$ cat src/rtl/cordic_rr_arbiter.sv
// ---------------------------------------------------------------------------
// cordic_rr_arbiter
//
// Shares one iterative CORDIC sine/cosine core among NREQ requesters. It picks
// one pending request in round-robin order, runs it on the core, captures the
// cosine/sine result (or a timeout error) and hands it back to the requester
// that was granted. At most one operation is in flight at any time.
//
// Parameters
//   NREQ     number of requesters (2..16)
//   DW       angle / result width
//   TIMEOUT  cycles to wait for core_done after core_start (>= 2)
//
// Ports
//   aclk        clock, all logic on the rising edge
//   areset      synchronous active-high reset
//   req_valid   per-requester request valid
//   req_ready   per-requester accept, one-hot or zero, only in IDLE
//   req_angle   packed angles, requester i at [i*DW +: DW]
//   rsp_valid   per-requester response valid, one-hot or zero (registered)
//   rsp_ready   per-requester response accept (only the granted bit matters)
//   rsp_cos     cosine result, shared by all requesters
//   rsp_sin     sine result, shared by all requesters
//   rsp_err     1 = the response is a timeout and cos/sin are zero
//   grant_id    index of the current / last granted requester
//   busy        high whenever the sequencer is not idle
//   core_start  one-cycle start pulse to the CORDIC core
//   core_angle  angle to the core, stable from start until done
//   core_done   single-cycle result-valid pulse from the core
//   core_cos    core cosine output, sampled on core_done
//   core_sin    core sine output, sampled on core_done
// ---------------------------------------------------------------------------
module cordic_rr_arbiter #(
  parameter  int NREQ    = 4,
  parameter  int DW      = 32,
  parameter  int TIMEOUT = 64,
  localparam int GW      = $clog2(NREQ)
) (
  input  logic               aclk,
  input  logic               areset,
  input  logic [NREQ-1:0]    req_valid,
  output logic [NREQ-1:0]    req_ready,
  input  logic [NREQ*DW-1:0] req_angle,
  output logic [NREQ-1:0]    rsp_valid,
  input  logic [NREQ-1:0]    rsp_ready,
  output logic [DW-1:0]      rsp_cos,
  output logic [DW-1:0]      rsp_sin,
  output logic               rsp_err,
  output logic [GW-1:0]      grant_id,
  output logic               busy,
  output logic               core_start,
  output logic [DW-1:0]      core_angle,
  input  logic               core_done,
  input  logic [DW-1:0]      core_cos,
  input  logic [DW-1:0]      core_sin
);

  localparam int CW = $clog2(TIMEOUT);

  typedef enum logic [1:0] {
    S_IDLE,
    S_ISSUE,
    S_BUSY,
    S_RESP
  } state_e;

  state_e            state_q;
  logic [GW-1:0]     ptr_q;
  logic [GW-1:0]     grant_id_q;
  logic [DW-1:0]     core_angle_q;
  logic              core_start_q;
  logic [NREQ-1:0]   rsp_valid_q;
  logic [DW-1:0]     rsp_cos_q;
  logic [DW-1:0]     rsp_sin_q;
  logic              rsp_err_q;
  logic [CW-1:0]     cnt_q;

  logic [DW-1:0]     angle_arr [NREQ];
  logic              arb_found;
  logic [GW-1:0]     arb_idx;
  logic [GW-1:0]     cand;

  function automatic logic [NREQ-1:0] onehot(input logic [GW-1:0] idx);
    onehot      = '0;
    onehot[idx] = 1'b1;
  endfunction

  for (genvar g = 0; g < NREQ; g++) begin : g_unpack
    assign angle_arr[g] = req_angle[g*DW +: DW];
  end

  // Round-robin search: walk from ptr+1 upward, wrapping at NREQ-1 (NREQ need
  // not be a power of two, so the wrap is explicit rather than by overflow).
  // NOTE: every signal written here gets a default before the loop; a path
  // that leaves one unassigned would infer a latch.
  always_comb begin
    arb_found = 1'b0;
    arb_idx   = '0;
    cand      = ptr_q;
    for (int i = 0; i < NREQ; i++) begin
      cand = (cand == GW'(NREQ - 1)) ? '0 : cand + 1'b1;
      if (!arb_found && req_valid[cand]) begin
        arb_found = 1'b1;
        arb_idx   = cand;
      end
    end
  end

  // Accept is combinational so the requester sees it in the same cycle the
  // sequencer samples its angle; it is masked during reset.
  assign req_ready  = (state_q == S_IDLE && arb_found && !areset) ? onehot(arb_idx) : '0;
  assign busy       = (state_q != S_IDLE);
  assign grant_id   = grant_id_q;
  assign core_angle = core_angle_q;
  assign core_start = core_start_q;
  assign rsp_valid  = rsp_valid_q;
  assign rsp_cos    = rsp_cos_q;
  assign rsp_sin    = rsp_sin_q;
  assign rsp_err    = rsp_err_q;

  // NOTE: sequential state uses non-blocking assignments only, so every
  // register sees the pre-edge value of every other register.
  always_ff @(posedge aclk) begin
    if (areset) begin
      // ptr starts at NREQ-1 so requester 0 wins the first arbitration.
      state_q      <= S_IDLE;
      ptr_q        <= GW'(NREQ - 1);
      grant_id_q   <= '0;
      core_angle_q <= '0;
      core_start_q <= 1'b0;
      rsp_valid_q  <= '0;
      rsp_cos_q    <= '0;
      rsp_sin_q    <= '0;
      rsp_err_q    <= 1'b0;
      cnt_q        <= '0;
    end else begin
      core_start_q <= 1'b0;
      case (state_q)
        S_IDLE: begin
          if (arb_found) begin
            core_angle_q <= angle_arr[arb_idx];
            grant_id_q   <= arb_idx;
            core_start_q <= 1'b1;
            state_q      <= S_ISSUE;
          end
        end
        S_ISSUE: begin
          cnt_q   <= '0;
          state_q <= S_BUSY;
        end
        S_BUSY: begin
          // A done arriving on the timeout cycle still counts as a result.
          if (core_done) begin
            rsp_cos_q   <= core_cos;
            rsp_sin_q   <= core_sin;
            rsp_err_q   <= 1'b0;
            rsp_valid_q <= onehot(grant_id_q);
            state_q     <= S_RESP;
          end else if (cnt_q == CW'(TIMEOUT - 1)) begin
            rsp_cos_q   <= '0;
            rsp_sin_q   <= '0;
            rsp_err_q   <= 1'b1;
            rsp_valid_q <= onehot(grant_id_q);
            state_q     <= S_RESP;
          end else begin
            cnt_q <= cnt_q + 1'b1;
          end
        end
        S_RESP: begin
          if (rsp_ready[grant_id_q]) begin
            ptr_q       <= grant_id_q;
            rsp_valid_q <= '0;
            state_q     <= S_IDLE;
          end
        end
        default: state_q <= S_IDLE;
      endcase
    end
  end

endmodule

$ cat config.mk
export PLATFORM = sky130hd
export DESIGN_NAME = cordic_rr_arbiter
export DESIGN_NICKNAME = d
export VERILOG_FILES = /design/src/rtl/cordic_rr_arbiter.sv
export SDC_FILE = /design/constraint.sdc
export NUM_CORES = 1
export LEC_CHECK = 0
export BUFFER_PORTS_ARGS = -buffer_cell sky130_fd_sc_hd__buf_2
export CORE_ASPECT_RATIO = 0.7
export CORE_MARGIN = 10
export CORE_UTILIZATION = 25
export DETAILED_ROUTE_END_ITERATION = 10
export HOLD_SLACK_MARGIN = 0.08
export PLACE_DENSITY = 0.54
export SLEW_MARGIN = 40
export SYNTH_ARGS = -nofsm -noshare
export SYNTH_HDL_FRONTEND = slang
export SYNTH_SLANG_ARGS = --single-unit
$ cat constraint.sdc
create_clock -name aclk -period 5.5 [get_ports aclk]
set_input_delay 0.825 -clock aclk [delete_from_list [all_inputs] [get_ports aclk]]
set_output_delay 0.825 -clock aclk [all_outputs]
set_load 0.005 [all_outputs]
# Yosys cells after proc, flatten, opt, wreduce, memory -nomap -nowiden
# Cells that the tools add are included.
# op_classes
n_eq_ne	13
n_addsub	5
n_reduce_logical	23
order_cmp	9
n_bitwise	2
muxes	48
# ops
op	n
$mux 32	5
$bmux 32 s2	1
$mux 2	12
$lt 2x3->1 const B	6
$mux 4	4
$mux 1	14
$eq 2x2->1 const B	6
$mux 6	2
$pmux 6 s2	1
$bmux 1 s2	5
$reduce_and 3->1	3
$add 2x1->2 const B	4
$ne 2x2->1 const B	4
$pmux 2 s4	1
$pmux 4 s2	1
$reduce_bool 2->1	4
$logic_and 1x1->1	7
$add 6x1->6 const B	1
$eq 6x6->1 const B	1
$reduce_and 2->1	3
$demux 1 s2	2
$ge 2x1->1 const B	2
$logic_not 1->1	4
$ge 3x3->1 const B	1
other kinds (6)	6
# word_totals
input_bits	203
elab_cells	110
output_inout_bits	109
reg_bits	114

# Depth between registers and ports, before layout
# Gate-level depths: netlist of the first run.
# depth
ltp_word	19
depth_mapped	9
ltp_nobuf	7

# Worst setup path after synthesis of the first run
# No wires, ideal clock.
# synth_timing
path_type	input port to output port
from	input port req_valid[3]
to	output port req_ready[0]
n_path_buf	3
t_required_ns	4.675
arrival_ns	2.062
cell_stages	7
path_slack_ns	2.613
path_cell_list	o31a_1 -> o32a_1 -> buf_2 -> buf_6 -> nand2b_4 -> buf_2 -> nor2_1
# synth_between
elab_chain_cells	17
elab_cells_between_ends	30
classes_between	order compare: 2; mux: 19; reduce/logical: 9
# synth_rtl
item	line	source
start, declared	41	input logic [NREQ-1:0] req_valid,
$bmux 1 s2	102	if (!arb_found && req_valid[cand]) begin
$mux 1 (not written as such)	102	
$mux 1	102	
$logic_not 1->1	102	
$logic_and 1x1->1	102	
$mux 1	102	
$logic_not 1->1	102	
$logic_and 1x1->1	102	
$mux 1	102	
$logic_not 1->1	102	
$logic_and 1x1->1	102	
$mux 2	102	
$lt 2x3->1 (not written as such) / $ge 2x1->1 (equally long branches)	85	onehot[idx] = 1'b1;
$logic_and 1x1->1 (not written as such)	85	
$mux 1 (not written as such)	85	
$demux 1 s2	85	
$mux 4 (*)	111	assign req_ready = (state_q == S_IDLE && arb_found && !areset) ? onehot(arb_idx) : '0;
end, declared	42	output logic [NREQ-1:0] req_ready,
# Every way passes the cells marked *; elsewhere a longest branch is shown, timed or not. The select of a mux whose other input is x is not followed.

# Final worst setup path of the first run
# layout_timing
from	register ptr_q[0]
to	output port req_ready[2]
# layout_between
elab_chain_cells	19
elab_cells_between_ends	42
classes_between	add/sub: 4; order compare: 2; eq/ne: 4; mux: 23; reduce/logical: 9
# layout_rtl
item	line	source
start, declared	68	logic [GW-1:0] ptr_q;
start signal, assigned	127	ptr_q <= GW'(NREQ - 1);
start signal, assigned	171	ptr_q <= grant_id_q;
$add 2x1->2 / $eq 2x2->1 (equally long branches)	101	cand = (cand == GW'(NREQ - 1)) ? '0 : cand + 1'b1;
$mux 2 (*)	101	
branches (longest 16 deep; another with $lt 2x3->1)	-	
$mux 4 (*)	111	
# Mark *: on every way between the ends. The select of a mux whose other input is x is not followed.

==> results of run 1 <==
==> final cells by class <==
cell class / instances / area, um2
diodes: 2 / 5.005
clock buffers: 17 / 425.4
clock inverters: 15 / 160.2
fillers: 2106 / 12480
inverters: 4 / 15.01
multi-input cells: 389 / 2631
flip-flops and latches: 114 / 2282
well taps: 270 / 337.8
repair buffers: 319 / 1620
==> cell usage after synthesis (2+ instances only) <==
| master | n |
|---|---|
| o211ai_1 | 13 |
| mux2_2 | 13 |
| nor2b_1 | 3 |
| nand2_1 | 55 |
| nor2_1 | 87 |
| o2111ai_1 | 2 |
| a32o_1 | 19 |
| clkbuf_1 | 36 |
| buf_6 | 2 |
| ha_1 | 7 |
| a21oi_1 | 4 |
| nand3_1 | 28 |
| a211o_1 | 2 |
| xor2_1 | 4 |
| o21ai_0 | 2 |
| and3_1 | 3 |
| mux2i_1 | 58 |
| a22oi_1 | 65 |
| inv_1 | 4 |
| dfxtp_1 | 114 |
| nor3_1 | 3 |
| nand2b_1 | 3 |
| and2_1 | 2 |
| buf_2 | 10 |
==> cell families (layout without fill, tap and decap cells) <==
family | after synthesis | count (layout)
buffers and inverters | 53 | 355
other | 0 | 2
multiplexers | 72 | 72
XOR/XNOR | 4 | 4
adder cells (fa/ha/maj) | 7 | 7
AND/OR/NAND/NOR | 191 | 191
AO/OA/AOI/OAI | 115 | 115
flip-flops | 114 | 114
==> cell usage in the layout (no fill, tap or decap), types with 2 or more instances in the layout <==
cell type / synthesis / final
nor2_1: 87 / 86
o21ai_0: 2 / 2
buf_2: 10 / 311
nand2b_1: 3 / 3
a32o_1: 19 / 19
mux2_2: 13 / 13
and3_1: 3 / 3
clkinv_4: 0 / 6
a21oi_1: 4 / 3
mux2i_1: 58 / 58
o2111ai_1: 2 / 2
buf_4: 0 / 7
diode_2: 0 / 2
xor2_1: 4 / 4
a22oi_1: 65 / 65
inv_1: 4 / 4
ha_1: 7 / 7
o211ai_1: 13 / 13
nor3_1: 3 / 3
a211o_1: 2 / 2
nand3_1: 28 / 28
dfxtp_1: 114 / 114
nor2b_1: 3 / 2
clkinv_2: 0 / 4
nand2_1: 55 / 55
clkbuf_16: 0 / 17
bufinv_16: 0 / 2
==> flip-flops by register name, indices dropped and copies added (netlist names) <==
name and count:
cnt_q 6, grant_id 2, core_angle 32, core_start 1, rsp_cos 32, rsp_sin 32
rsp_valid 4, ptr_q 2, state_q 2, rsp_err 1
==> worst max-delay path, delay by kind of cell (launching register included) <==
kind / cells / cell delay [ns]
and+or+nand+nor: 3 / 0.48
adders and majority gates: 1 / 0.38
buffers and inverters: 2 / 0.75
AOI/OAI and AO/OA: 1 / 0.44
DFF: 1 / 0.35
==> per-stage QoR <==
stage	instances	hold slack [ns]	area, um2	setup slack, ns	utilization
after global routing	1128	0.4733	7472	1.577	0.3744
final	1130	0.4587	7477	1.849	0.3746
after CTS	1128	0.4614	7472	1.752	0.3744
after detailed placement	1096	0.4483	6887	1.951	0.3450
after floorplan	556	0.4396	5116	2.613	-
after global placement	1096	0.4465	6883	1.990	0.3448
==> per-layer routing <==
| layer | part of all wire | GRT usage | up-vias | wire length, um |
|---|---|---|---|---|
| met4 | 0.0042 | 0.03554 | 4 | 81 |
| met3 | 0.089 | 0.06291 | 8 | 1718 |
| met2 | 0.46 | 0.2094 | 160 | 8827 |
| met5 | 0.0013 | 0 | - | 26 |
| li1 | - | - | 2595 | - |
| met1 | 0.45 | 0.1750 | 2335 | 8655 |
==> power breakdown <==
group          leakage, uW  total, uW  switching (uW)  internal (uW)
combinational      0.00228        886             490            396
sequential        0.000929       1050            79.2            974
clock             0.000289       1100             426            671
==> worst paths after layout <==
kind	start	endpoint	slack, ns	cells after the start
setup / recovery	ptr_q[0]	req_ready[2]	1.85	7
hold / removal	core_angle[0]	core_angle[0]	0.46	1
setup reg to reg	ptr_q[0]	core_angle[14]	2.66	7
hold reg to reg	core_angle[0]	core_angle[0]	0.46	1
==> run metrics, run 1 <==
WL final 19310 um; Async SR Flop Fraction 0; Synth Warn # 0; Max FO, Critical Path 47; main area contributors after synthesis dfxtp_1, mux2i_1, a22oi_1; RSZ-0062 raised after global routing no; CTS HTree Levels 4; DRT iter0 DRCs approximately 210; DRC 0; crit path kind flop to output port; Final nets 1055; post-cts sizing count 0; Simple-Gate Fraction of Synth Area 0.1597; largest family of logic cells by synthesized area compound AO/OA/AOI/OAI gates; area leader, netlist dfxtp_1; first-pass GRT wire length 29870 um; CTS tree done; sum of negative setup slack 0 ns; Core Box Area about 0.02 mm2; Synth top area share 0.4461; # rows between 40 and 50; Pins Over Slew Limit 0; Final ANT Viol Nets 0; antenna violations before repair 3; Die Wd between 150 and 200 um; Fmax achieved about 0.27 GHz; Vias ~5100; routed vias/inst about 4.5; Pwr Density just over 400 mW/mm2; CTS buffer count 17; drt first pass iters 6; CTS sink count about 110; Worst Skew between 0.015 and 0.02 ns; post-CTS setup buffer count 0; # IOs between 300 and 400; share of cells above drive strength 1 0.4359; Critical Path Source Type flop; final period utilization 0.6638; Compound-Gate Fraction of Synth Area 0.1795; Hold Vio Cnt, Final 0; HP Class flop to flop; Yosys reg bits between 100 and 150; cells along the critical path ha_1 > nor4_1 > o32a_2 > buf_4 > nand2_1 > nor2_1 > buf_2; WP data arrival between 2 and 3 ns; slowest stage cell, crit path buf_4; Synth Instances 556; Post-Syn Area per Cell 9.202 um2; Worst setup EP type output port; Rel. slew slack 0.4950; vias in the first global route 5150; GRT Residual Overflow 0; status completed; Total Routing Usage GR 0.1389; Worst-Skew Late Latency ~0.4 ns; Seq/Total Area, Yosys 0.4461; Die Ht around 140 um; Post-Syn Nets 766; Leakage approximately 0.0035 uW; worst stage delay on the critical path about 0.63 ns; Setup violations, final 0; PortBufs roughly 310; hpwl dp 14620 um; post-DR wirelength/cell approximately 17 um; max_cap viols 0; Die Area 0.02668 mm2; Cell variety after synth 41; hold_buf cts 0; Worst-Margin Slew around 0.76 ns; Synth Flop Type dfxtp_1; Worst-path clk slew around 0.05 ns; area share of fa/ha/maj cells after synthesis 0.01712; maximum buffer depth of the clock tree 2; area growth from synthesis to layout 46.15%; xor/xnor share of the synthesized area 0.006848; minimum clock period 3.651 ns; mux cell area share after synthesis 0.1465; Initial Util 0.2563; mapped cell area approximately 0.0051 mm2; largest net degree at the start of global routing 80; GPL Wtd Cong around 0.78; VDD IR max about 0.18 mV; clock root buffer clkbuf_16; Final Power a little over 3000 uW; CP required about 4.7 ns; Post-synth EDFFs 0
(Power assumes the default switching activity.)
==> run 2, diff against run 1 <==
- clock period: 5.5 -> 3.4 ns (I/O delays scaled with it)
==> run 2 against run 1 <==
  * Worst setup slack got worse by 1.3 ns
  * Non-clock buffer count grew 5
  * Cell count up 0.35%
  * Sequential power rose by 61%
  * Global-route usage is essentially flat
  * Critical path depth unchanged
  * Design area rose by 0.94%
  * Flip-flop and latch count unchanged
  * Clock skew fell by 0.0065 ns
  * Wire length shrank 0.53%
  * Clock power increased by 61%
  * Clock-buffer cell count is the same
==> run metrics, run 2 (synthesized netlist as in run 1, its figures left out) <==
Total Routing Usage GR 0.1393 (+0.0004017); routed vias/inst 4.561 (+1.0%); reg-to-reg endpoint core_angle[12]; Worst-Skew Late Latency 0.41 ns (about the same); WP data arrival 2.36 ns (-0.47 ns); Worst Skew 0.009451 ns (-0.006529 ns); # rows 43 (unchanged); GRT Residual Overflow 0 (unchanged); Core Box Area 0.01996 mm2 (unchanged); Leakage 0.003534 uW (+1.1%); Worst setup EP type output port; register area 0.002282 mm2 (unchanged); minimum clock period 2.866 ns; status completed; Reg-to-Reg Start ptr_q[0]; # IOs 312 (unchanged); commonest non-fill, non-tap cell in the layout buf_2; Pins Over Slew Limit 0 (unchanged); Critical Path Source Type flop; DRT iter0 DRCs 243 (+16%); HP Start core_sin[20]; Die Area 0.02668 mm2 (unchanged); CTS tree done; Final ANT Viol Nets 0 (unchanged); HP Class input pin to flop; Worst-path clk slew 0.06 ns (about the same); largest net degree at the start of global routing 80 (unchanged); post-DR wirelength/cell 16.94 um (-0.88%); DRC 0 (unchanged); hold_buf cts 0 (unchanged); antenna violations before repair 3 (unchanged); Worst-Margin Slew 0.7414 ns (-0.01612 ns); fill cell count 2079 (-1.3%); hpwl dp 14650 um (+0.21%); area growth from synthesis to layout 47.52%; Max FO, Critical Path 28 (-40%); final period utilization 0.8429; Hold Vio Cnt, Final 0 (unchanged); R2R setup slack 0.85 ns (-1.81 ns); maximum buffer depth of the clock tree 2 (unchanged); Rel. slew slack 0.5057 (+0.01075); CTS HTree Levels 4 (unchanged); WL final 19210 um (-0.53%); R2R cell count 7 (unchanged); first-pass GRT wire length 29920 um (+0.16%); sum of negative setup slack 0 ns (unchanged); Vias 5172 (+1.4%); Hold Path Depth 3 (+2); CTS buffer count 17 (unchanged); Final nets 1060 (+0.47%); RSZ-0062 raised after global routing no; multi-input logic area 0.002631 mm2 (unchanged); CTS sink count 114 (unchanged); Die Ht 139.7 um (unchanged); Initial Util 0.2563 (unchanged); GPL Wtd Cong 0.7756 (-0.10%); post-CTS setup buffer count 0 (unchanged); share of cells above drive strength 1 0.4392 (+0.003268); post-cts sizing count 0 (unchanged); Setup violations, final 0 (unchanged); crit path kind flop to output port; vias in the first global route 5299 (+2.9%); Pwr Density 658.1 mW/mm2 (+62%); drt first pass iters 4 (-2); clock root buffer clkbuf_16; Final Power 4967 uW (+64%); Fmax achieved around 0.35 GHz; most frequent cells in the layout buf_2, dfxtp_1, nor2_1; CP required 2.89 ns (-1.79 ns); PortBufs 311 (unchanged); Hold Path End rsp_sin[20]; VDD IR max 0.3232 mV (+78%); Die Wd 191.0 um (unchanged); max_cap viols 0 (unchanged)
[run 2: power by group]
part           leakage [uW]  switching, uW  total [uW]  internal [uW]
sequential         0.000929            119        1690           1580
clock              0.000287            735        1770           1040
combinational       0.00232            812        1500            687
total               0.00353           1670        4970           3300
[run 2: area by class of cell]
| class | count | area share |
|---|---|---|
| antenna | 1 | 0.0003316 |
| sequential | 114 | 0.3024 |
| inverter | 4 | 0.001989 |
| clock inverter | 15 | 0.02056 |
| tap | 270 | 0.04476 |
| clock buffer | 17 | 0.05637 |
| multi-input combinational | 389 | 0.3486 |
| timing repair buffer | 324 | 0.2250 |
[run 2: worst max-delay path by stage]
stage / startpoint / endpoint / cells after the start
3_3_place_gp: state_q[0] / req_ready[0] / 7
2_1_floorplan: ptr_q[0] / req_ready[0] / 8
4_1_cts: ptr_q[0] / req_ready[3] / 7
5_1_grt: ptr_q[0] / req_ready[2] / 7
6_report: ptr_q[0] / req_ready[3] / 7
3_5_place_dp: req_valid[0] / req_ready[3] / 8
[run 2: worst max-delay path, cell delays in order (launching register included)]
cell	delay [ns]
dfxtp_1	0.35
ha_1	0.38
nor4_1	0.19
o32a_2	0.37
buf_4	0.34
nand2_1	0.11
nor2_1	0.08
buf_2	0.12
[run 2: per-stage QoR]
| stage | cells | instance area (um2) | worst slack, ns | hold WS (ns) | util |
|---|---|---|---|---|---|
| detailed placement | 1101 | 6960 | 0.7487 | 0.4509 | 0.3487 |
| CTS | 1133 | 7541 | 0.4997 | 0.3275 | 0.3778 |
| finish | 1134 | 7547 | 0.5342 | 0.3475 | 0.3781 |
| global placement | 1099 | 6905 | 0.6206 | 0.4466 | 0.3460 |
| global route | 1133 | 7545 | 0.3440 | 0.3302 | 0.3780 |
| floorplan | 556 | 5116 | 1.068 | 0.4396 | - |
[run 2: metal layers]
layer  routed length [um]  share of wire  track usage  vias to the layer above
li1                     -              -            -                     2599
met1                 8496           0.44       0.1750                     2370
met5                   21         0.0011            0                        -
met3                 1903          0.099      0.06715                       15
met4                  142         0.0074      0.02975                        4
met2                 8643           0.45       0.2103                      184
